File: config.mk
export PLATFORM = sky130hd
export DESIGN_NAME = ncl_counter_sequencer
export DESIGN_NICKNAME = d
export VERILOG_FILES = /design/src/rtl/ncl_seq_pkg.sv /design/src/rtl/dr_sync_classify.sv /design/src/rtl/ncl_counter_sequencer.sv
export SDC_FILE = /design/constraint.sdc
export NUM_CORES = 1
export LEC_CHECK = 0
export CORE_MARGIN = 4
export CORE_UTILIZATION = 47
export DETAILED_ROUTE_END_ITERATION = 6
export PLACE_DENSITY = 0.76
export SYNTH_ARGS = -nofsm -noshare
export SYNTH_HDL_FRONTEND = slang
export SYNTH_HIERARCHICAL = 1
export SYNTH_SLANG_ARGS = --single-unit
File: constraint.sdc
create_clock -name clk -period 3.2 [get_ports clk]
set_clock_uncertainty 0.05 [all_clocks]
set_input_delay 0.8 -clock clk [delete_from_list [all_inputs] [get_ports clk]]
set_output_delay 0.8 -clock clk [all_outputs]
set_load 0.02 [all_outputs]
File: src/rtl/ncl_seq_pkg.sv
// Shared types for the NCL counter-chain supervisor: FSM states and dual-rail code points.
package ncl_seq_pkg;

  typedef enum logic [2:0] {
    IDLE, RELEASE, WAIT_DATA, WAIT_NULL, DONE, ERROR
  } seq_state_t;

  localparam logic [1:0] NULL_C = 2'b00;
  localparam logic [1:0] D0_C   = 2'b01;
  localparam logic [1:0] D1_C   = 2'b10;
  localparam logic [1:0] ILL_C  = 2'b11;

  function automatic logic is_data(input logic [1:0] code);
    return (code == D0_C) || (code == D1_C);
  endfunction

endpackage

File: src/rtl/dr_sync_classify.sv
// Synchronizes every dual-rail pair of the chain (sums + top carry) and classifies the wavefront.
// all_data / all_null only assert after the condition has held two consecutive clocks.
module dr_sync_classify
  import ncl_seq_pkg::*;
#(
  parameter int DIGITS      = 32,
  parameter int SYNC_STAGES = 2
) (
  input  logic                clk,
  input  logic                init,
  input  logic [2*DIGITS-1:0] sum,
  input  logic [1:0]          carry_top,
  output logic                all_data,
  output logic                all_null,
  output logic                illegal,
  output logic [DIGITS-1:0]   value,
  output logic                carry1
);
  localparam int NR = 2 * (DIGITS + 1);

  logic [SYNC_STAGES-1:0][NR-1:0] sync_q, sync_d;
  logic [NR-1:0] rails;
  logic data_now, null_now;
  logic data_prev_q, data_prev_d, null_prev_q, null_prev_d;

  always_comb begin
    sync_d    = sync_q;
    sync_d[0] = {carry_top, sum};
    for (int s = 1; s < SYNC_STAGES; s++) sync_d[s] = sync_q[s-1];
  end

  assign rails = sync_q[SYNC_STAGES-1];

  always_comb begin
    data_now = 1'b1;
    null_now = 1'b1;
    illegal  = 1'b0;
    value    = '0;
    for (int i = 0; i <= DIGITS; i++) begin
      if (rails[2*i +: 2] == ILL_C)  illegal  = 1'b1;
      if (!is_data(rails[2*i +: 2])) data_now = 1'b0;
      if (rails[2*i +: 2] != NULL_C) null_now = 1'b0;
    end
    for (int i = 0; i < DIGITS; i++) value[i] = rails[2*i+1];
  end

  assign carry1      = rails[NR-1];
  assign data_prev_d = data_now;
  assign null_prev_d = null_now;
  assign all_data    = data_now & data_prev_q;
  assign all_null    = null_now & null_prev_q;

  always_ff @(posedge clk) begin
    if (init) begin
      sync_q      <= '0;
      data_prev_q <= 1'b0;
      null_prev_q <= 1'b0;
    end else begin
      sync_q      <= sync_d;
      data_prev_q <= data_prev_d;
      null_prev_q <= null_prev_d;
    end
  end

endmodule

File: src/rtl/ncl_counter_sequencer.sv
// Clocked supervisor for the dual-rail NCL counter chain: init/release, wavefront handshake,
// value capture, wavefront counting with programmable stall, illegal-code and timeout detection.
module ncl_counter_sequencer
  import ncl_seq_pkg::*;
#(
  parameter int DIGITS      = 32,
  parameter int CNT_W       = 32,
  parameter int SYNC_STAGES = 2,
  parameter int INIT_CYCLES = 4,
  parameter int TIMEOUT     = 1024
) (
  input  logic                clk,
  input  logic                init,
  input  logic                start,
  input  logic [CNT_W-1:0]    target,
  output logic                ring_init,
  input  logic [2*DIGITS-1:0] sum,
  output logic [DIGITS-1:0]   sum_comp,
  input  logic [1:0]          carry_top,
  output logic                carry_top_comp,
  output logic [DIGITS-1:0]   value,
  output logic                value_valid,
  output logic [CNT_W-1:0]    count,
  output logic                overflow,
  output logic                busy,
  output logic                done,
  output logic                error
);
  localparam int CYC_MAX = (TIMEOUT > INIT_CYCLES) ? TIMEOUT : INIT_CYCLES;
  localparam int CYC_W   = $clog2(CYC_MAX + 1);

  seq_state_t        state_q, state_d;
  logic [CYC_W-1:0]  cyc_q, cyc_d;
  logic [CNT_W-1:0]  target_q, target_d, count_q, count_d;
  logic [DIGITS-1:0] value_q, value_d;
  logic vv_q, vv_d, ovf_q, ovf_d, err_q, err_d, comp_q, comp_d, ring_init_q, ring_init_d;

  logic              all_data, all_null, illegal, cur_carry1;
  logic [DIGITS-1:0] cur_value;

  dr_sync_classify #(.DIGITS(DIGITS), .SYNC_STAGES(SYNC_STAGES)) u_cls (
    .clk       (clk),
    .init      (init),
    .sum       (sum),
    .carry_top (carry_top),
    .all_data  (all_data),
    .all_null  (all_null),
    .illegal   (illegal),
    .value     (cur_value),
    .carry1    (cur_carry1)
  );

  always_comb begin
    state_d  = state_q;
    cyc_d    = (cyc_q == '1) ? cyc_q : cyc_q + CYC_W'(1);
    target_d = target_q;
    count_d  = count_q;
    value_d  = value_q;
    vv_d     = 1'b0;
    ovf_d    = ovf_q;
    err_d    = err_q;

    unique case (state_q)
      IDLE: if (start) state_d = RELEASE;
      RELEASE: begin
        if (illegal) state_d = ERROR;
        else if (cyc_q == CYC_W'(INIT_CYCLES - 1)) state_d = WAIT_DATA;
      end
      WAIT_DATA: begin
        if (illegal) state_d = ERROR;
        else if (all_data) begin
          state_d = WAIT_NULL;
          value_d = cur_value;
          vv_d    = 1'b1;
          count_d = (count_q == '1) ? count_q : count_q + CNT_W'(1);
          if (cur_carry1) ovf_d = 1'b1;
        end else if (cyc_q == CYC_W'(TIMEOUT - 1)) state_d = ERROR;
      end
      WAIT_NULL: begin
        if (illegal) state_d = ERROR;
        else if (all_null) state_d = (target_q != '0 && count_q == target_q) ? DONE : WAIT_DATA;
        else if (cyc_q == CYC_W'(TIMEOUT - 1)) state_d = ERROR;
      end
      DONE: begin
        if (start) state_d = RELEASE;
        else if (illegal) state_d = ERROR;
      end
      ERROR: if (start) state_d = RELEASE;
      default: state_d = IDLE;
    endcase

    // Every run restart clears the run-scoped status and re-latches the stall target.
    if (state_d == RELEASE && state_q != RELEASE) begin
      count_d  = '0;
      ovf_d    = 1'b0;
      err_d    = 1'b0;
      target_d = target;
    end
    if (state_d == ERROR) err_d = 1'b1;
    if (state_d != state_q) cyc_d = '0;

    // Acks and ring_init are registered so the async fabric sees glitch-free levels.
    comp_d      = (state_d == WAIT_NULL) || (state_d == DONE);
    ring_init_d = (state_d == IDLE) || (state_d == RELEASE) || (state_d == ERROR);
  end

  always_ff @(posedge clk) begin
    if (init) begin
      state_q     <= IDLE;
      cyc_q       <= '0;
      target_q    <= '0;
      count_q     <= '0;
      value_q     <= '0;
      vv_q        <= 1'b0;
      ovf_q       <= 1'b0;
      err_q       <= 1'b0;
      comp_q      <= 1'b0;
      ring_init_q <= 1'b1;
    end else begin
      state_q     <= state_d;
      cyc_q       <= cyc_d;
      target_q    <= target_d;
      count_q     <= count_d;
      value_q     <= value_d;
      vv_q        <= vv_d;
      ovf_q       <= ovf_d;
      err_q       <= err_d;
      comp_q      <= comp_d;
      ring_init_q <= ring_init_d;
    end
  end

  assign ring_init      = ring_init_q;
  assign sum_comp       = {DIGITS{comp_q}};
  assign carry_top_comp = comp_q;
  assign value          = value_q;
  assign value_valid    = vv_q;
  assign count          = count_q;
  assign overflow       = ovf_q;
  assign error          = err_q;
  assign busy           = (state_q == RELEASE) || (state_q == WAIT_DATA) || (state_q == WAIT_NULL);
  assign done           = (state_q == DONE);

endmodule
==> results.toml <==
[outcome]
status = "complete, but fails checks"
violations = "setup timing"

[cts]
clk_pin_slew_ns = 0.06
cts_tree = "built"
cts_sinks = 249
cts_max_path_buffers = 3
cts.htree.levels = 1
ctsRootBufferMaster = "clkbuf_16"
clkLatencyLatePin_ns = 0.53
cts_inserted_buffers = 26

[layout]
final_cell_mix = "246 x dfxtp_1, 202 x clkdlybuf4s50_1, 156 x nand2_1"
layout_commonest_cell = "dfxtp_1"
fin_nets = 1513
syn2layout_area_growth_pct = 33.6
antenna_cells = 0
drive_above_1_share_pct = 12.7

[drt]
drtIter0Drc = 350
drt-total-wl_um = 25000
first_pass_iters = 4
vias_per_cell = 4.89
postRouteAntennaNets = 0
drc = 0
vias = 8035
routedWlPerCell_um = 15.2

[sta]
period_minus_slack_ns = 3.37
worst_slew_pin_slew_ns = 0.843
clock.fmax_mhz = 297
worst_slack_ns = -0.167
setup_viol = 65
rsz0062_at_grt = "yes"
maxSlewViolCount = 0
whs_ns = 0.381
finalHoldViolations = 0
min_period_over_period_pct = 105
slew_headroom_pct = 43.8

[critical_path]
ff2ff_setup_slack_ns = -0.17
cp-end-kind = "flop"
reg2reg_depth = 16
required_ns = 3.60
crit_fanout = 10
critical_path_arrival_ns = 3.77
worstSetupStartpointType = "flop"
reg2reg_from = "u_cls/rails[4]"
critPathKind = "reg2reg"
r2r_end = "target_q[17]"

[yosys]
synthesis.nets = 1311
ys_warn_count = 6
async_flop_share_pct = 0
ys.flop_type = "dfxtp_1"
synth_edf_count = 0
synth.area.top_cells = "dfxtp_1 47%, nor2b_1 8.2%, ha_1 8.0%"
ys_types = 49
synth-seq-cells = 249
yosys.area.top_type = "dfxtp_1"
syn_inst = 1142
netlist_area_um2 = 10600
syn_avg_cell_area_um2 = 9.32
netlist.area_leader.share_pct = 46.8
ys_seq_area_share_pct = 46.8

[global_routing]
grt.total_usage_pct = 18.7
antenna_found_initial = 0
grt_max_degree = 205
grt_pass1_wl_um = 38100
grt.overflow.total = 0
grt_pass1_vias = 7733

[job]
drv_cap = 0

[power_and_ir_drop]
power_mw = 7.72
power_density_nw_per_um2 = 543
ir_drop_mv = 0.373
p_leak_nw = 5.72

[die]
dieArea_um2 = 25100
rows = 54
start_util_pct = 48.3
core_area_um2 = 22000
die_x_um = 158
dieHeight_um = 158
io_pins = 204

[place]
gp_congestion = 0.896
port_buffers = 203
dpl.hpwl_um = 18600

[hold_path]
min_from = "u_cls/sync_d[74]"
hold_depth = 1
min_to = "u_cls/rails[8]"
hold_class = "reg2reg"
-- metrics by stage --
stage / utilization, % / setup slack [ns] / TNS [ns] / instances / area [um^2]
final: 64.6 / -0.167 / -8.70 / 1644 / 14200
after global routing: 64.6 / -0.412 / -24.73 / 1644 / 14200
after CTS: 63.4 / -0.323 / -16.85 / 1635 / 14000
after detailed placement: 58.9 / -0.444 / -25.75 / 1584 / 13000
after global placement: 58.9 / -0.240 / -14.56 / 1584 / 13000
after floorplan: - / 0.0460 / 0 / 1142 / 10700
-- critical path: stages, from the launching register on --
cell	delay, ns
dfxtp_1	0.35
inv_1	0.08
ha_4	0.29
nand4_1	0.10
or4_4	0.56
nor4_4	0.27
buf_4	0.17
nor2b_2	0.18
nor3_2	0.06
o32ai_1	0.12
a21oi_1	0.10
o31a_1	0.16
nor4_4	0.13
buf_4	0.19
buf_12	0.15
buf_12	0.14
mux2i_1	0.19
-- cell families after synthesis --
kind of cell    Yosys count  synth area share [%]
compound gates           60                  3.44
xor+xnor                 67                  5.51
flops                   249                  46.8
buf+inv                 188                  9.17
simple gates            476                  23.9
fa+ha+maj                68                  7.99
mux                      34                  3.20
-- registers in the layout, summed over array words and instances (netlist names) --
signal             flops
u_cls/null_prev_q      1
target_q              32
count                 32
error                  1
state_q                3
cyc_q                 11
u_cls/rails           66
value_valid            1
carry_top_comp         1
value                 32
u_cls/sync_d          66
overflow               1
u_cls/data_prev_q      1
ring_init              1
-- cell type report --
type                    instances  area, um^2
fillers                      1721        7810
flip-flops and latches        249        4990
multi-input cells             705        4860
repair buffers                288        2820
clock buffers                  33         737
well taps                     280         350
inverters                      74         278
clock inverters                15         181
-- synthesized netlist by cell type (all sizes together), types with 2 or more instances --
cell    instances
or4             4
or3             5
and2            5
a31oi           2
xnor2          18
nand2         156
a211oi          2
o32ai           2
nor2           23
and4            4
dfxtp         249
clkbuf         42
buf            72
mux2i          34
nor3           43
a21oi          41
nor4           29
o21ai           3
o211ai          2
nor2b         139
xor2           49
nor4b           3
inv            74
nand4          31
nand3          18
ha             68
nor3b           2
nand2b          2
and3            9
-- timing repair --
item / CTS / global route
endpoints found under the hold margin: 0 / 0
pin swaps: 4 / 5
hold buffers: 0 / 0
setup endpoints to repair: 78 / 78
gates resized for setup: 11 / 32
gates cloned: 0 / 2
buffers inserted: 3 / 7
-- power breakdown --
part	leakage (nW)	switching, mW	internal [mW]
combinational	3.22	0.538	0.678
clock	0.451	1.23	1.89
sequential	2.04	0.130	3.26
-- how the worst max path moves through the flow --
stage / startpoint / cells past startpoint / slack (ns) / end
after global placement: u_cls/rails[5] / 15 / -0.24 / target_q[20]
final: u_cls/rails[4] / 16 / -0.17 / target_q[17]
after detailed placement: u_cls/rails[51] / 14 / -0.44 / target_q[14]
after global routing: u_cls/rails[48] / 15 / -0.41 / target_q[18]
after floorplan: u_cls/rails[51] / 13 / 0.05 / target_q[25]
after CTS: u_cls/rails[51] / 14 / -0.32 / target_q[14]
-- layer usage --
metal | vias up | wire [um] | track usage (%)
met4 | 0 | 800 | 5.81
li1 | 4076 | - | -
met2 | 262 | 11800 | 32.6
met1 | 3651 | 10800 | 23.7
met5 | - | 0 | 0
met3 | 46 | 1620 | 3.26
Power figures use the tool's default switching activity.
